<file path="config.mk">
export PLATFORM = sky130hd
export DESIGN_NAME = jtpopeye_prog_writer_flat
export DESIGN_NICKNAME = d
export VERILOG_FILES = /design/src/rtl/jtpopeye_pkg.sv /design/src/rtl/jtpopeye_prog_writer_if.sv /design/src/rtl/jtpopeye_prog_fifo.sv /design/src/rtl/jtpopeye_prog_writer.sv /design/src/flat_wrapper.sv
export SDC_FILE = /design/constraint.sdc
export NUM_CORES = 1
export LEC_CHECK = 0
export BUFFER_PORTS_ARGS = -buffer_cell sky130_fd_sc_hd__buf_2
export CORE_MARGIN = 5
export CORE_UTILIZATION = 45
export CTS_BUF_LIST = sky130_fd_sc_hd__clkbuf_2
export DETAILED_ROUTE_END_ITERATION = 10
export GPL_TIMING_DRIVEN = 1
export PLACE_DENSITY = 0.66
export SYNTH_ARGS = -nofsm -noshare
export SYNTH_HDL_FRONTEND = slang
export SYNTH_SLANG_ARGS = --single-unit
</file>
<file path="constraint.sdc">
create_clock -name clk -period 8.04 [get_ports clk]
set_input_delay 1.206 -clock clk [delete_from_list [all_inputs] [get_ports clk]]
set_output_delay 1.206 -clock clk [all_outputs]
set_load 0.01 [all_outputs]
</file>
<file path="src/rtl/jtpopeye_pkg.sv">
// Shared types and helpers for the Popeye SDRAM programming writer.
package jtpopeye_pkg;
  typedef enum logic [1:0] {ST_IDLE = 2'd0, ST_REQ = 2'd1, ST_WAIT = 2'd2} wr_st_e;

  localparam logic [1:0] MASK_NONE = 2'b11;

  typedef struct packed {
    logic [21:0] addr;
    logic [15:0] din;
    logic [1:0]  mask;
  } prog_word_t;

  // Byte goes to every lane whose active-low mask bit is clear; other lanes read zero
  function automatic logic [15:0] lane_place(input logic [7:0] data, input logic [1:0] mask);
    lane_place = {mask[1] ? 8'h00 : data, mask[0] ? 8'h00 : data};
  endfunction
endpackage

</file>
<file path="src/rtl/jtpopeye_prog_writer_if.sv">
// SDRAM write port: request/ack/ready handshake plus the word being written.
interface jtpopeye_prog_writer_if;
  logic [21:0] sdram_addr;
  logic [15:0] sdram_din;
  logic [1:0]  sdram_mask;
  logic        sdram_req;
  logic        sdram_ack;
  logic        sdram_rdy;

  modport master (output sdram_addr, sdram_din, sdram_mask, sdram_req,
                  input  sdram_ack, sdram_rdy);
  modport slave  (input  sdram_addr, sdram_din, sdram_mask, sdram_req,
                  output sdram_ack, sdram_rdy);
endinterface

</file>
<file path="src/rtl/jtpopeye_prog_fifo.sv">
// Small synchronous FIFO; AW+1 bit pointers, full/empty from the wrap bit.
module jtpopeye_prog_fifo #(
  parameter int AW = 2,
  parameter int DW = 40
) (
  input  logic          clk,
  input  logic          rst_n,
  input  logic          i_push,
  input  logic          i_pop,
  input  logic [DW-1:0] i_din,
  output logic [DW-1:0] o_dout,
  output logic          o_full,
  output logic          o_empty
);
  logic [DW-1:0] r_mem [2**AW];
  logic [AW:0]   r_wp, r_rp;
  logic          w_wr, w_rd;

  assign o_empty = (r_wp == r_rp);
  assign o_full  = (r_wp[AW] != r_rp[AW]) && (r_wp[AW-1:0] == r_rp[AW-1:0]);
  assign w_rd    = i_pop && !o_empty;
  // A pop in the same cycle frees the slot, so a push into a full FIFO still lands
  assign w_wr    = i_push && (!o_full || w_rd);
  assign o_dout  = r_mem[r_rp[AW-1:0]];

  always_ff @(posedge clk or negedge rst_n) begin
    if (!rst_n) begin
      r_wp <= '0;
      r_rp <= '0;
    end else begin
      if (w_wr) r_wp <= r_wp + (AW+1)'(1);
      if (w_rd) r_rp <= r_rp + (AW+1)'(1);
    end
  end

  always_ff @(posedge clk) begin
    if (w_wr) r_mem[r_wp[AW-1:0]] <= i_din;
  end
endmodule

</file>
<file path="src/rtl/jtpopeye_prog_writer.sv">
// Pairs download bytes into 16-bit words, queues them and writes them to SDRAM
// through a req/ack/rdy handshake.
module jtpopeye_prog_writer
  import jtpopeye_pkg::*;
#(
  parameter int AW        = 2,
  parameter int FLUSH_CYC = 15
) (
  input  logic        clk,
  input  logic        rst_n,
  input  logic        i_downloading,
  input  logic [21:0] i_prog_addr,
  input  logic [7:0]  i_prog_data,
  input  logic [1:0]  i_prog_mask,
  input  logic        i_prog_we,
  jtpopeye_prog_writer_if.master sd,
  output logic        o_loading,
  output logic        o_overflow
);
  prog_word_t r_hold, r_push_w, w_new, w_head;
  logic       r_hold_v, r_push, r_dl_d, r_loading, r_overflow;
  logic [3:0] r_cnt;
  logic       w_we, w_merge, w_flush, w_full, w_empty, w_pop;
  wr_st_e     r_st, w_st_nx;

  assign w_we = i_prog_we && (i_prog_mask != MASK_NONE);

  always_comb begin
    w_new   = '{addr: i_prog_addr, din: lane_place(i_prog_data, i_prog_mask), mask: i_prog_mask};
    w_merge = r_hold_v && (r_hold.addr == i_prog_addr) && ((r_hold.mask | i_prog_mask) == MASK_NONE);
    // An accepted byte takes priority over the idle/end-of-download flush
    w_flush = r_hold_v && !w_we && (!i_downloading || (r_cnt == 4'(FLUSH_CYC-1)));
  end

  always_ff @(posedge clk or negedge rst_n) begin
    if (!rst_n) begin
      r_hold   <= '0;
      r_hold_v <= 1'b0;
      r_push   <= 1'b0;
      r_push_w <= '0;
      r_cnt    <= '0;
    end else begin
      r_push <= 1'b0;
      if (w_we) begin
        r_cnt <= '0;
        if (w_merge) begin
          r_push   <= 1'b1;
          r_push_w <= '{addr: r_hold.addr, din: r_hold.din | w_new.din, mask: r_hold.mask & w_new.mask};
          r_hold_v <= 1'b0;
        end else begin
          r_push   <= r_hold_v;
          r_push_w <= r_hold;
          r_hold   <= w_new;
          r_hold_v <= 1'b1;
        end
      end else if (w_flush) begin
        r_push   <= 1'b1;
        r_push_w <= r_hold;
        r_hold_v <= 1'b0;
        r_cnt    <= '0;
      end else if (r_hold_v) begin
        r_cnt <= r_cnt + 4'd1;
      end
    end
  end

  jtpopeye_prog_fifo #(.AW(AW), .DW($bits(prog_word_t))) u_fifo (
    .clk     (clk),
    .rst_n   (rst_n),
    .i_push  (r_push),
    .i_pop   (w_pop),
    .i_din   (r_push_w),
    .o_dout  (w_head),
    .o_full  (w_full),
    .o_empty (w_empty)
  );

  always_ff @(posedge clk or negedge rst_n) begin
    if (!rst_n) r_st <= ST_IDLE;
    else        r_st <= w_st_nx;
  end

  always_comb begin
    w_st_nx = r_st;
    w_pop   = 1'b0;
    case (r_st)
      ST_IDLE: if (!w_empty) w_st_nx = ST_REQ;
      ST_REQ:  if (sd.sdram_ack) begin
                 w_pop   = 1'b1;
                 w_st_nx = sd.sdram_rdy ? ST_IDLE : ST_WAIT;
               end
      ST_WAIT: if (sd.sdram_rdy) w_st_nx = ST_IDLE;
      default: w_st_nx = ST_IDLE;
    endcase
  end

  // Head word is latched when the request starts, so it stays put until ack
  always_ff @(posedge clk or negedge rst_n) begin
    if (!rst_n) begin
      sd.sdram_req  <= 1'b0;
      sd.sdram_addr <= '0;
      sd.sdram_din  <= '0;
      sd.sdram_mask <= '0;
    end else begin
      sd.sdram_req <= (w_st_nx == ST_REQ);
      if (r_st == ST_IDLE && !w_empty) begin
        sd.sdram_addr <= w_head.addr;
        sd.sdram_din  <= w_head.din;
        sd.sdram_mask <= w_head.mask;
      end
    end
  end

  always_ff @(posedge clk or negedge rst_n) begin
    if (!rst_n) begin
      r_dl_d     <= 1'b0;
      r_loading  <= 1'b0;
      r_overflow <= 1'b0;
    end else begin
      r_dl_d    <= i_downloading;
      r_loading <= i_downloading | r_hold_v | !w_empty | (r_st != ST_IDLE);
      if (i_downloading && !r_dl_d)       r_overflow <= 1'b0;
      else if (r_push && w_full && !w_pop) r_overflow <= 1'b1;
    end
  end

  assign o_loading  = r_loading;
  assign o_overflow = r_overflow;
endmodule

</file>
<file path="src/flat_wrapper.sv">
// flat-port wrapper written by rule: the top's interface ports become plain ports
module jtpopeye_prog_writer_flat import jtpopeye_pkg::*;
#(
  parameter int AW        = 2,
  parameter int FLUSH_CYC = 15
)
  (clk, rst_n, i_downloading, i_prog_addr, i_prog_data, i_prog_mask, i_prog_we, o_loading, o_overflow, sd_sdram_addr, sd_sdram_din, sd_sdram_mask, sd_sdram_req, sd_sdram_ack, sd_sdram_rdy);
  jtpopeye_prog_writer_if sd_i ();
  input  logic clk;
  input  logic rst_n;
  input  logic i_downloading;
  input  logic [21:0] i_prog_addr;
  input  logic [7:0] i_prog_data;
  input  logic [1:0] i_prog_mask;
  input  logic i_prog_we;
  output logic o_loading;
  output logic o_overflow;
  output wire logic [$bits(sd_i.sdram_addr)-1:0] sd_sdram_addr;
  output wire logic [$bits(sd_i.sdram_din)-1:0] sd_sdram_din;
  output wire logic [$bits(sd_i.sdram_mask)-1:0] sd_sdram_mask;
  output wire logic [$bits(sd_i.sdram_req)-1:0] sd_sdram_req;
  input wire logic [$bits(sd_i.sdram_ack)-1:0] sd_sdram_ack;
  input wire logic [$bits(sd_i.sdram_rdy)-1:0] sd_sdram_rdy;
  assign sd_sdram_addr = sd_i.sdram_addr;
  assign sd_sdram_din = sd_i.sdram_din;
  assign sd_sdram_mask = sd_i.sdram_mask;
  assign sd_sdram_req = sd_i.sdram_req;
  assign sd_i.sdram_ack = sd_sdram_ack;
  assign sd_i.sdram_rdy = sd_sdram_rdy;
  jtpopeye_prog_writer #(.AW(AW), .FLUSH_CYC(FLUSH_CYC)) u_core (.clk(clk), .rst_n(rst_n), .i_downloading(i_downloading), .i_prog_addr(i_prog_addr), .i_prog_data(i_prog_data), .i_prog_mask(i_prog_mask), .i_prog_we(i_prog_we), .sd(sd_i), .o_loading(o_loading), .o_overflow(o_overflow));
endmodule
</file>
After elaboration in Yosys (flattened, before gate mapping)

Memory sizes are Yosys's and may differ from the RTL's. A register that Yosys moved wholly into a read port is not among the register bits.
Cells that the tools add are included.

$add $sub $neg: 3
Eq/ne operators: 10
Multiplexer cells: 25
Bitwise gates (word level): 7
Reductions and logical operators: 27

Operator list:

| operator              | count |
|---|---|
| $mux W40              | 2 |
| $eq A22 B22 Y1        | 1 |
| $mux W18              | 1 |
| $mux W8               | 2 |
| $or A16 B16 Y16       | 1 |
| $logic_and A1 B1 Y1   | 12 |
| $mux W1               | 12 |
| $mux W4               | 3 |
| $mux W2               | 4 |
| $logic_not A1 Y1      | 7 |
| $add A3 B1 Y3 const B | 2 |
| $pmux W2 S3           | 1 |
| $reduce_bool A2 Y1    | 3 |
| $add A4 B1 Y4 const B | 1 |
| $eq A2 B1 Y1 const B  | 2 |
| $eq A2 B2 Y1 const B  | 2 |
| $eq A4 B4 Y1 const B  | 1 |
| $eq A3 B3 Y1          | 1 |
| $or A1 B1 Y1          | 3 |
| $reduce_bool A3 Y1    | 1 |
| $and A2 B2 Y2         | 1 |
| $eq A2 B2 Y1          | 1 |
| $logic_not A2 Y1      | 1 |
| $logic_or A1 B1 Y1    | 2 |
| other kinds (5)       | 5 |

Register bits: 98
Bits in writable memories: 160
Input bits: 38
Output and inout port bits: 43
Logic and storage cells: 89
Memories kept: 1

Memories:

| name                | depth | bits a word | read ports | clocked after memory_dff | wr ports | line                     | source |
|---|---|---|---|---|---|---|---|
| u_core.u_fifo.r_mem | 4     | 40          | 1          | 1                        | 1        | jtpopeye_prog_fifo.sv:15 | `logic [DW-1:0] r_mem [2**AW];` |

Longest topological paths before layout

Gate-level depths: netlist of run 1.

Depth after elaboration: 7
Depth in mapped cells: 8
Depth with buffers taken out: 7

By module

A second synthesis of run 1 with hierarchy kept.

Cell total of the unflattened synthesis: 641
Area total of the unflattened synthesis: 11616.1 sq um

Modules (own cells, without submodules):

| module               | times used | cells each | area an instance (sq um) | seq. area each (sq um) |
|---|---|---|---|---|
| jtpopeye_prog_fifo   | 1          | 256        | 6214.7                   | 4954.8 |
| jtpopeye_prog_writer | 1          | 385        | 5401.4                   | 3303.2 |

Worst setup path after synthesis of run 1

Ideal clock, no wire load.

Path kind: input to register
From: input port sd_sdram_ack
To: memory u_core.u_fifo.r_mem[3][0], enable pin
Setup time: 0.403 ns
Arrival: 2.732 ns
Data required time: 7.637 ns
Path slack: 4.905 ns
Stages: 3
Path buffers: 0
Path through: nand3b_1 -> a31oi_1 -> and2_1

Longest elaborated chain between the ends: 7

RTL lines:

| element                       | line                       | source |
|---|---|---|
| start, declared               | flat_wrapper.sv:22         | `input wire logic [$bits(sd_i.sdram_ack)-1:0] sd_sdram_ack;` |
| $mux W1                       | jtpopeye_prog_writer.sv:88 | `ST_REQ: if (sd.sdram_ack) begin` |
| $mux W1                       | jtpopeye_prog_writer.sv:86 | `case (r_st)` |
| $logic_and A1 B1 Y1           | jtpopeye_prog_fifo.sv:21   | `assign w_rd = i_pop && !o_empty;` |
| $logic_or A1 B1 Y1            | jtpopeye_prog_fifo.sv:23   | `assign w_wr = i_push && (!o_full \|\| w_rd);` |
| $logic_and A1 B1 Y1           | jtpopeye_prog_fifo.sv:23   |  |
| $mux W1                       | jtpopeye_prog_fifo.sv:37   | `if (w_wr) r_mem[r_wp[AW-1:0]] <= i_din;` |
| $mux W1 (not written as such) | jtpopeye_prog_fifo.sv:37   |  |
| end, declared                 | jtpopeye_prog_fifo.sv:15   |  |

Every way passes these cells.

Final worst setup path of run 1

From: register u_core.u_fifo.r_rp[1]
To: memory u_core.u_fifo.r_mem[1][8], enable pin

Longest elaborated chain between the ends: 7
Elaborated cells between the ends (all ways): 10
Classes of those cells: 2 x eq/ne; 2 x mux; 6 x reduce/logical

RTL lines:

| element                                                 | line                                               | source |
|---|---|---|
| start, declared                                         | jtpopeye_prog_fifo.sv:16                           | `logic [AW:0] r_wp, r_rp;` |
| start signal, assigned                                  | jtpopeye_prog_fifo.sv:32                           | `if (w_rd) r_rp <= r_rp + (AW+1)'(1);` |
| $eq A3 B3 Y1 or $eq A2 B2 Y1 (tied branches)            | jtpopeye_prog_fifo.sv:19, jtpopeye_prog_fifo.sv:20 |  |
| $logic_not A1 Y1 or $logic_and A1 B1 Y1 (tied branches) | -                                                  |  |
| $logic_and A1 B1 Y1 or $logic_not A1 Y1 (tied branches) | jtpopeye_prog_fifo.sv:21, jtpopeye_prog_fifo.sv:23 |  |
| $logic_or A1 B1 Y1 (*)                                  | jtpopeye_prog_fifo.sv:23                           |  |
| $logic_and A1 B1 Y1 (*)                                 | jtpopeye_prog_fifo.sv:23                           |  |
| $mux W1 (*)                                             | jtpopeye_prog_fifo.sv:37                           |  |
| $mux W1 (not written as such) (*)                       | jtpopeye_prog_fifo.sv:37                           |  |

Mark *: on every way between the ends. The rest lies on a longest branch, timed or not.

==> results.md, run 1 <==
- Vias in the first global route: 6969
- Worst Skew: 61.8 ps
- Via count: 6182
- Multi-input logic area: 3070 um^2
- Worst-Margin Slew: 1200 ps
- Nets: 841
- Class of the worst hold path: in2async
- Pwr Density: 333 nW/um^2
- Core area: 25100 um^2
- Clock root buffer: clkbuf_2
- Worst-case vdd ir drop: 0.000311 V
- Hpwl dp: 13.4 mm
- Top FF cell, synth: edfxtp_1
- Final period utilization: 0.434
- Antenna violation net count after detailed routing: 0
- Post-CTS setup buffer count: 0
- Most frequent cells in the layout: edfxtp_1 (160), dfrtp_1 (136), clkbuf_2 (108), nand2_1 (83), buf_2 (79)
- 1st-iter DRT viols: 350
- CP max stage delay: 1110 ps
- Yosys warns: 0
- Post-DR vias/cell: 5.20
- Clock sinks: 298
- Critical path arrival: 3850 ps
- Met3 Routed Length: 1.21 mm
- Crit-path cells: xor2_1 > nor2_1 > a31oi_1 > and2_2
- CP Capture Type: register
- Area grow syn2layout: 12.6%
- Post-route minimum period: 3490 ps
- CTS Buf Count: 74
- Leak Pwr: 5.22 nW
- Finished Layout Cells: 1188
- F_max: 287 MHz
- Reg area: 8260 um^2
- Htree depth: 3
- Routed wire length: 22.8 mm
- Crit path max fanout: 43
- Setup Crit Path Kind: reg2reg
- Die ar.: 28700 um^2
- Top delay family on crit path: simple AND/OR/NAND/NOR gates
- Met1 wire length: 9.75 mm
- Data required time of the worst path: 8400 ps
- Die Y: 170 um
- Syn nets: 705
- Hold Buf Count CTS: 0
- Final Hold Viols: 0
- Crit start category: register
- Die X: 170 um
- Syn avg cell area: 17.3 um^2
- Number of remaining DRC errors: 0
- Yosys cell types: 41
- CTS clk-pin slew, worst paths: 110 ps
- RSZ-0062 raised after global routing: false
- Cell taking the most area after synthesis: edfxtp_1
- Area of the mapped netlist: 11400 um^2
- Clock Tree Buf Depth: 3
- Clock Latency Late Sink: 820 ps
- Initial Util: 0.456
- Pwr Total: 4.30 mW
- Hold_ws: 413 ps
- Yosys reg bits: 298
- Placed Instances: 1050
- I/O Pins: 81
- Largest net degree at the start of global routing: 73
- Pins Over Slew Limit: 0
- Initial antenna violation count: 7
- Buf+Inv Stages, Crit Path: 0
- Uppermost layer routed: met5
- Ys async rst share: 0.463
- Post-synth top area share: 0.420
- Row count: 58
- WL/cell: 19.2 um
- Setup violators final: 0
- Slew headroom: 0.203
- 1st-pass router iterations: 5
- First-pass GRT wire length: 37.4 mm
- I/O Buffers: 80
- Post-cts resize count: 0
- Register area share after synthesis: 0.721
- Status: finished, final reports clean
- CP max stage cell: dfrtp_2
- Largest cells by area after synthesis: edfxtp_1 (42%), dfrtp_1 (30%), mux4_2 (7.9%)
- Cells after Synth: 660
- Fillers: 2142
- Most common cell after layout, fill and taps aside: edfxtp_1
- Fraction of layout cells with a size suffix above 1: 0.374
- Max Cap Viol: 0
- Met2 Wirelength: 11.4 mm
- Post-route setup TNS: 0 ps
- Routability cong.: 0.806
- Gr ovfl total: 0
- CTS tree: yes
- Post-synth EDFFs: 160
- GR Util All Layers: 0.166
-- stage by stage --
stage | setup WS, ps | cell area, um^2 | utilization
5_1_grt | 4230 | 12900 | 0.514
3_3_place_gp | 4330 | 12200 | 0.487
6_report | 4550 | 12900 | 0.514
3_5_place_dp | 4270 | 12200 | 0.487
4_1_cts | 4430 | 12900 | 0.513
2_1_floorplan | 4910 | 11400 | -
-- area by class of cell --
class	count	share of cell area
flip-flops and latches	298	0.641
clock buffers	108	0.0419
well taps	330	0.0320
clock inverters	26	0.00980
multi-input cells	330	0.238
diodes	4	0.000776
repair buffers	87	0.0356
inverters	5	0.00146
-- power by group --
| group | total [mW] | leakage [nW] | switching, mW | internal (mW) |
|---|---|---|---|---|
| clock network | 0.971 | 0.509 | 0.579 | 0.392 |
| logic | 1.11 | 1.56 | 0.538 | 0.569 |
| registers | 2.22 | 3.15 | 0.221 | 2.00 |
-- routing by layer --
layer | track usage | vias to the layer above
li1 | - | 2830
met1 | 0.214 | 3150
met2 | 0.273 | 160
met3 | 0.0438 | 36
met4 | 0.0637 | 6
met5 | 0 | -
-- cell usage after synthesis (3+ instances only) --
library cell,instances
edfxtp_1,160
dfrtp_1,138
nand2_1,83
mux2_2,63
mux4_2,40
xor2_1,23
a22o_1,18
mux2i_1,16
o21ai_1,16
clkbuf_1,15
ha_1,7
nor4_1,7
and2_1,6
buf_2,6
o21ai_0,6
xnor2_1,6
a21oi_1,5
inv_1,5
nor2_1,5
buf_4,4
nand3_1,3
nor3_1,3
-- worst register-to-register path, delay by kind of cell (launching register included) --
kind | cells | cell delay [ps]
XOR/XNOR | 1 | 300
AND/OR/NAND/NOR | 2 | 1150
flip-flops | 1 | 1110
AO/OA/AOI/OAI | 1 | 480
-- cells by family after synthesis --
family                   after synthesis  share of synthesized area
flip-flops                           298                      0.721
adder cells (fa/ha/maj)                7                    0.00765
buffers and inverters                 32                     0.0138
multiplexers                         119                      0.155
AO/OA/AOI/OAI                         55                     0.0335
AND/OR/NAND/NOR                      120                     0.0470
XOR/XNOR                              29                     0.0222
-- path summary, 6_finish.rpt --
path / slack (ps) / cells after the start / to / startpoint
max in group asynchronous: 6240 / 2 / u_core.r_push_w[20] / rst_n
max reg2reg: 4550 / 4 / u_core.u_fifo.r_mem[1][8] / u_core.u_fifo.r_rp[1]
min: 410 / 1 / u_core.r_hold[38] / rst_n
max: 4550 / 4 / u_core.u_fifo.r_mem[1][8] / u_core.u_fifo.r_rp[1]
min in group clk: 500 / 1 / u_core.u_fifo.r_wp[2] / u_core.u_fifo.r_wp[2]
min reg2reg: 500 / 1 / u_core.u_fifo.r_wp[2] / u_core.u_fifo.r_wp[2]
-- flip-flops by register name (all words and copies together) (netlist names), 2 cells and up --
register,cells
u_core.u_fifo.r_mem,160
u_core.sd.sdram_din,16
u_core.sd.sdram_addr,22
u_core.u_fifo.r_rp,3
u_core.r_hold,40
u_core.r_push_w,40
u_core.sd.sdram_mask,2
u_core.r_cnt,4
u_core.u_fifo.r_wp,3
u_core.r_st,2
Power figures use the tool's default switching activity.
==> run 2: changes to the inputs <==
Settings changed: PLACE_DENSITY 0.66 to 0.69.
Clock period 8.04 ns to 2.85 ns, I/O delays scaled along.
==> results.md, run 2 (same netlist as run 1, synthesis figures left out) <==
- Clock Tree Buf Depth: 3 (unchanged)
- Slew headroom: 0.399 (+0.196)
- Largest net degree at the start of global routing: 70 (-4.1%)
- Hpwl dp: 14.2 mm (+5.3%)
- Status: finished, final reports clean
- CTS clk-pin slew, worst paths: 110 ps (about the same)
- Number of remaining DRC errors: 0 (unchanged)
- Die ar.: 28700 um^2 (unchanged)
- Crit start category: register
- Initial Util: 0.456 (unchanged)
- Routed wire length: 22.7 mm (-0.70%)
- Clock power frac: 0.225 (about the same)
- Clock Latency Late Sink: 800 ps (-20 ps)
- Setup violators final: 0 (unchanged)
- Post-DR vias/cell: 5.13 (-1.4%)
- Post-cts resize count: 0 (unchanged)
- Worst-case vdd ir drop: 0.000644 V (+110%)
- 1st-iter DRT viols: 274 (-22%)
- Cell Int Power: 8.47 mW (+190%)
- Comb pwr share: 0.274 (+0.016)
- Die Y: 170 um (unchanged)
- Max Cap Viol: 0 (unchanged)
- Uppermost layer routed: met4
- CP Capture Type: register
- GR Util All Layers: 0.164 (-0.00198)
- Pwr Density: 914 nW/um^2 (+170%)
- Net switching fraction of the power: 0.307 (-0.00436)
- Most frequent cells in the layout: edfxtp_1 (160), dfrtp_1 (136), clkbuf_2 (114), nand2_1 (83), buf_2 (79)
- Via count: 6298 (+1.9%)
- Worst flop-to-flop path endpoint: u_core.u_fifo.r_mem[1][32]
- Die X: 170 um (unchanged)
- Met3 Routed Length: 1.12 mm (-7.7%)
- I/O Buffers: 80 (unchanged)
- Fraction of layout cells with a size suffix above 1: 0.373 (about the same)
- Row count: 58 (unchanged)
- Crit path max fanout: 11 (-74%)
- Clock sinks: 298 (unchanged)
- Leak Pwr: 5.45 nW (+4.4%)
- Antenna violation net count after detailed routing: 0 (unchanged)
- Critical path arrival: 2890 ps (-960 ps)
- Initial antenna violation count: 1 (-6)
- Utilization after layout: 0.533 (+0.0192)
- CTS Buf Count: 72 (-2.7%)
- Data required time of the worst path: 3340 ps (-5060 ps)
- Htree depth: 3 (unchanged)
- Nets: 885 (+5.2%)
- I/O Pins: 81 (unchanged)
- First-pass GRT wire length: 37.0 mm (-1.2%)
- Routability cong.: 0.800 (-0.72%)
- Worst reg-to-reg setup slack: 450 ps (-4100 ps)
- Met1 wire length: 9.45 mm (-3.0%)
- R2r worst-path depth: 5 (+1)
- Crit Reg-Reg Startpoint: u_core.u_fifo.r_wp[1]
- Clock root buffer: clkbuf_2
- Seq pwr share: 0.501 (-0.015)
- Pins Over Slew Limit: 0 (unchanged)
- CTS tree: yes
- Area grow syn2layout: 16.8%
- Post-route setup TNS: 0 ps (unchanged)
- Final Hold Viols: 0 (unchanged)
- Worst-Margin Slew: 902 ps (-294 ps)
- Core area: 25100 um^2 (unchanged)
- Most common cell after layout, fill and taps aside: edfxtp_1
- Setup Crit Path Kind: reg2reg
- Largest register FFs: 160 (unchanged)
- Class of the worst hold path: in2async
- Pwr Total: 12.2 mW (+180%)
- Met2 Wirelength: 11.6 mm (+2.3%)
- Vias in the first global route: 6876 (-1.3%)
- RSZ-0062 raised after global routing: false
- Post-route minimum period: 2400 ps (-1090 ps)
- Worst Skew: 72.2 ps (+10.4 ps)
- Psw: 3.75 mW (+180%)
- WL/cell: 18.5 um (-3.9%)
- F_max: 417 MHz (+45%)
- 1st-pass router iterations: 5 (unchanged)
- Final period utilization: 0.842 (+0.408)
- Gr ovfl total: 0 (unchanged)
[run 2: cell count changes in the layout (fill, tap and decap cells not counted)]
cell / previous run / this run
buf_12: 0 / 5
buf_4: 7 / 13
clkbuf_2: 108 / 114
clkinv_1: 22 / 14
clkinv_2: 2 / 1
diode_2: 4 / 1
dlygate4sd3_1: 0 / 35
[run 2: critical path, stage by stage (launching register included)]
cell and delay (ps):
dfrtp_1 450, xor2_1 280, nor2_1 110, a31oi_1 480, and2_2 500, buf_4 300
[run 2: stage by stage]
stage | instance area [um^2] | setup WS (ps) | instances | hold slack [ps]
global placement | 12400 | 417 | 1061 | 477
finish | 13400 | 451 | 1228 | 214
CTS | 13400 | 441 | 1227 | 163
floorplan | 11400 | 179 | 660 | 132
detailed placement | 12400 | 372 | 1061 | 489
global route | 13400 | 294 | 1228 | 235
[run 2: power by group through the flow]
stage	clock (mW)	combinational, mW	sequential [mW]
after global routing	3.08	3.70	6.24
final	2.74	3.35	6.12
after global placement	0	3.33	6.15
after CTS	2.84	3.46	6.13
after detailed placement	0	3.40	6.23
after floorplan	0	2.19	6.24
[run 2: layout make-up]
class	count	area, um^2
sequential	298	8260
antenna	1	2.50
clock buffer	114	571
tap	330	413
multi-input combinational	330	3070
timing repair buffer	133	955
fill	2073	11700
inverter	5	18.8
clock inverter	17	91.3
[run 2: repair_timing]
item                                    in CTS  in global routing
endpoints found under the hold margin      127                  0
endpoints found under the setup margin       0                  0
buffers inserted                             0                  0
hold buffers                                35                  0
[run 2: worst max-delay path by stage]
stage | start | to | depth (start not counted)
2_1_floorplan | u_core.u_fifo.r_rp[1] | u_core.u_fifo.r_mem[3][0] | 5
3_3_place_gp | i_prog_addr[18] | u_core.r_hold[28] | 7
3_5_place_dp | i_prog_addr[18] | u_core.r_hold[26] | 7
4_1_cts | u_core.u_fifo.r_wp[0] | u_core.u_fifo.r_mem[1][0] | 5
5_1_grt | u_core.u_fifo.r_wp[0] | u_core.u_fifo.r_mem[1][32] | 5
6_report | u_core.u_fifo.r_wp[1] | u_core.u_fifo.r_mem[1][32] | 5
[run 2: per-layer routing]
| metal | global-route usage | vias to the layer above |
|---|---|---|
| met3 | 0.0359 | 44 |
| met4 | 0.0634 | 0 |
| met1 | 0.212 | 3207 |
| li1 | - | 2881 |
| met5 | 0 | - |
| met2 | 0.275 | 166 |
==> run 3: changes to the inputs <==
Settings changed: PLACE_DENSITY 0.69 to 0.66.
Clock period 2.85 ns to 2.33 ns, I/O delays scaled along.
==> results.md, run 3 (same netlist as run 1, synthesis figures left out) <==
- Status: finished, final reports clean
- Net switching fraction of the power: 0.307 (-0.000420)
- Utilization after layout: 0.538 (+0.00543)
- Met3 Use GR: 0.0347 (-0.00116)
- Largest net degree at the start of global routing: 60 (-14%)
- Worst reg-to-reg setup slack: 80 ps (-370 ps)
- Comb pwr share: 0.280 (+0.006)
- Final period utilization: 0.967 (+0.125)
- Worst-case vdd ir drop: 0.000491 V (-24%)
- Core area: 25100 um^2 (unchanged)
- Clock Latency Late Sink: 790 ps (about the same)
- Fillers: 2067 (-0.29%)
- GR Util All Layers: 0.167 (+0.00302)
- Clock Tree Buf Depth: 3 (unchanged)
- Vias in the first global route: 7040 (+2.4%)
- Row count: 58 (unchanged)
- Gr ovfl total: 0 (unchanged)
- Routability cong.: 0.844 (+5.5%)
- I/O Buffers: 80 (unchanged)
- Routed wire length: 23.2 mm (+2.2%)
- Area grow syn2layout: 18.0%
- Via count: 6353 (+0.87%)
- F_max: 444 MHz (+6.5%)
- WL/cell: 18.7 um (+1.1%)
- Top delay family on crit path: simple AND/OR/NAND/NOR gates
- Most frequent cells in the layout: edfxtp_1 (160), dfrtp_1 (136), clkbuf_2 (118), nand2_1 (83), buf_2 (79)
- Setup Crit Path Kind: reg2reg
- Setup violators final: 0 (unchanged)
- CTS clk-pin slew, worst paths: 110 ps (about the same)
- Hpwl dp: 14.7 mm (+3.9%)
- Max Cap Viol: 0 (unchanged)
- Htree depth: 3 (unchanged)
- Initial Util: 0.456 (unchanged)
- Crit start category: register
- Number of remaining DRC errors: 0 (unchanged)
- Nets: 897 (+1.4%)
- Crit path max fanout: 22 (+11)
- 1st-iter DRT viols: 295 (+7.7%)
- Buf+Inv Stages, Crit Path: 1 (unchanged)
- DP Area: 12400 um^2 (+0.71%)
- CP max stage delay: 510 ps (about the same)
- Largest register FFs: 160 (unchanged)
- Clock power frac: 0.223 (-0.002)
- Die Y: 170 um (unchanged)
- Worst Skew: 61.0 ps (-11.2 ps)
- GRT met1 Usage: 0.214 (+0.00235)
- Final Hold Viols: 0 (unchanged)
- Fraction of layout cells with a size suffix above 1: 0.390 (+0.0166)
- RSZ-0062 raised after global routing: false
- Die X: 170 um (unchanged)
- Fin area: 13500 um^2 (+1.0%)
- Clock root buffer: clkbuf_2
- Met2 usage: 0.284 (+0.00884)
- Critical path arrival: 2900 ps (about the same)
- Antenna violation net count after detailed routing: 0 (unchanged)
- Die ar.: 28700 um^2 (unchanged)
- Post-route setup TNS: 0 ps (unchanged)
- First-pass GRT wire length: 37.5 mm (+1.5%)
- CP Capture Type: register
- Crit Reg-Reg Startpoint: u_core.r_hold[20]
- Worst-Margin Slew: 1080 ps (+179 ps)
- I/O Pins: 81 (unchanged)
- Leak Pwr: 5.53 nW (+1.4%)
- Class of the worst hold path: in2async
- Pwr Density: 1120 nW/um^2 (+22%)
- CP max stage cell: or4_4
- Post-route minimum period: 2250 ps (-146 ps)
- Crit-path cells: xnor2_1 > nand4_1 > or4_4 > o21ai_4 > buf_12 > mux2_2
- Most common cell after layout, fill and taps aside: edfxtp_1
- Clock sinks: 298 (unchanged)
- Slew headroom: 0.277 (-0.122)
- Worst flop-to-flop path endpoint: u_core.r_hold[29]
- Data required time of the worst path: 2980 ps (-360 ps)
- GRT busiest layer: met2
- R2r worst-path depth: 6 (+1)
- Pins Over Slew Limit: 0 (unchanged)
- Cell Int Power: 10.4 mW (+23%)
- Initial antenna violation count: 1 (unchanged)
- Seq pwr share: 0.498 (-0.003)
- CTS Buf Count: 73 (+1.4%)
- 1st-pass router iterations: 5 (unchanged)
- Post-DR vias/cell: 5.12 (-0.18%)
- Psw: 4.62 mW (+23%)
- CTS tree: yes
## run 3: final cells by class
cell class | instances | area [um^2] | share of cell area
Sequential cell | 298 | 8260 | 0.611
Timing Repair Buffer | 144 | 1050 | 0.0777
Clock buffer | 118 | 591 | 0.0437
Multi-Input combinational cell | 330 | 3090 | 0.229
Tap cell | 330 | 413 | 0.0306
Clock inverter | 15 | 83.8 | 0.00620
Inverter | 5 | 18.8 | 0.00139
Antenna cell | 1 | 2.50 | 0.000185
## run 3: power by group through the flow
stage	Sequential (mW)	Combinational, mW	Clock [mW]
after floorplan	7.62	2.68	0
after global placement	7.53	4.14	0
after detailed placement	7.62	4.25	0
after CTS	7.51	4.31	3.50
after global routing	7.64	4.62	3.78
final	7.50	4.21	3.35
## run 3: how the worst max path moves through the flow
| stage | startpoint | endpoint | slack (ps) | cells past startpoint |
|---|---|---|---|---|
| 2_1_floorplan | u_core.u_fifo.r_rp[1] | u_core.u_fifo.r_mem[3][0] | 90 | 5 |
| 5_1_grt | u_core.r_hold[27] | u_core.r_hold[29] | 20 | 6 |
| 3_3_place_gp | i_prog_addr[4] | u_core.r_push_w[0] | 10 | 7 |
| 6_report | u_core.r_hold[20] | u_core.r_hold[29] | 80 | 6 |
| 4_1_cts | u_core.r_hold[20] | u_core.r_push_w[16] | 40 | 6 |
| 3_5_place_dp | i_prog_addr[4] | u_core.r_push_w[0] | -20 | 7 |
## run 3: timing repair
| action | in CTS | in global routing |
|---|---|---|
| hold buffers | 35 | 0 |
| setup buffers | 0 | 1 |
| endpoints found under the setup margin | 1 | 4 |
| pin swaps | 0 | 1 |
| hold endpoints to repair | 155 | 0 |
| resized for setup | 1 | 4 |
## run 3: layer usage
| metal | routed length (um) | vias to the layer above | part of all wire |
|---|---|---|---|
| li1 | - | 2923 | - |
| met1 | 9740 | 3245 | 0.42 |
| met2 | 12000 | 154 | 0.52 |
| met3 | 988 | 31 | 0.043 |
| met4 | 477 | 0 | 0.021 |
| met5 | 0 | - | 0 |
## run 3: metrics by stage
step / cells / power, mW / setup slack (ps) / hold slack [ps]
finish: 1241 / 15.1 / 76.8 / 112
global route: 1241 / 16.0 / 24.8 / 87.6
CTS: 1239 / 15.3 / 37.3 / 28.8
detailed placement: 1071 / 11.9 / -23.3 / 370
global placement: 1071 / 11.7 / 14.9 / 364
floorplan: 660 / 10.3 / 85.5 / 53.9
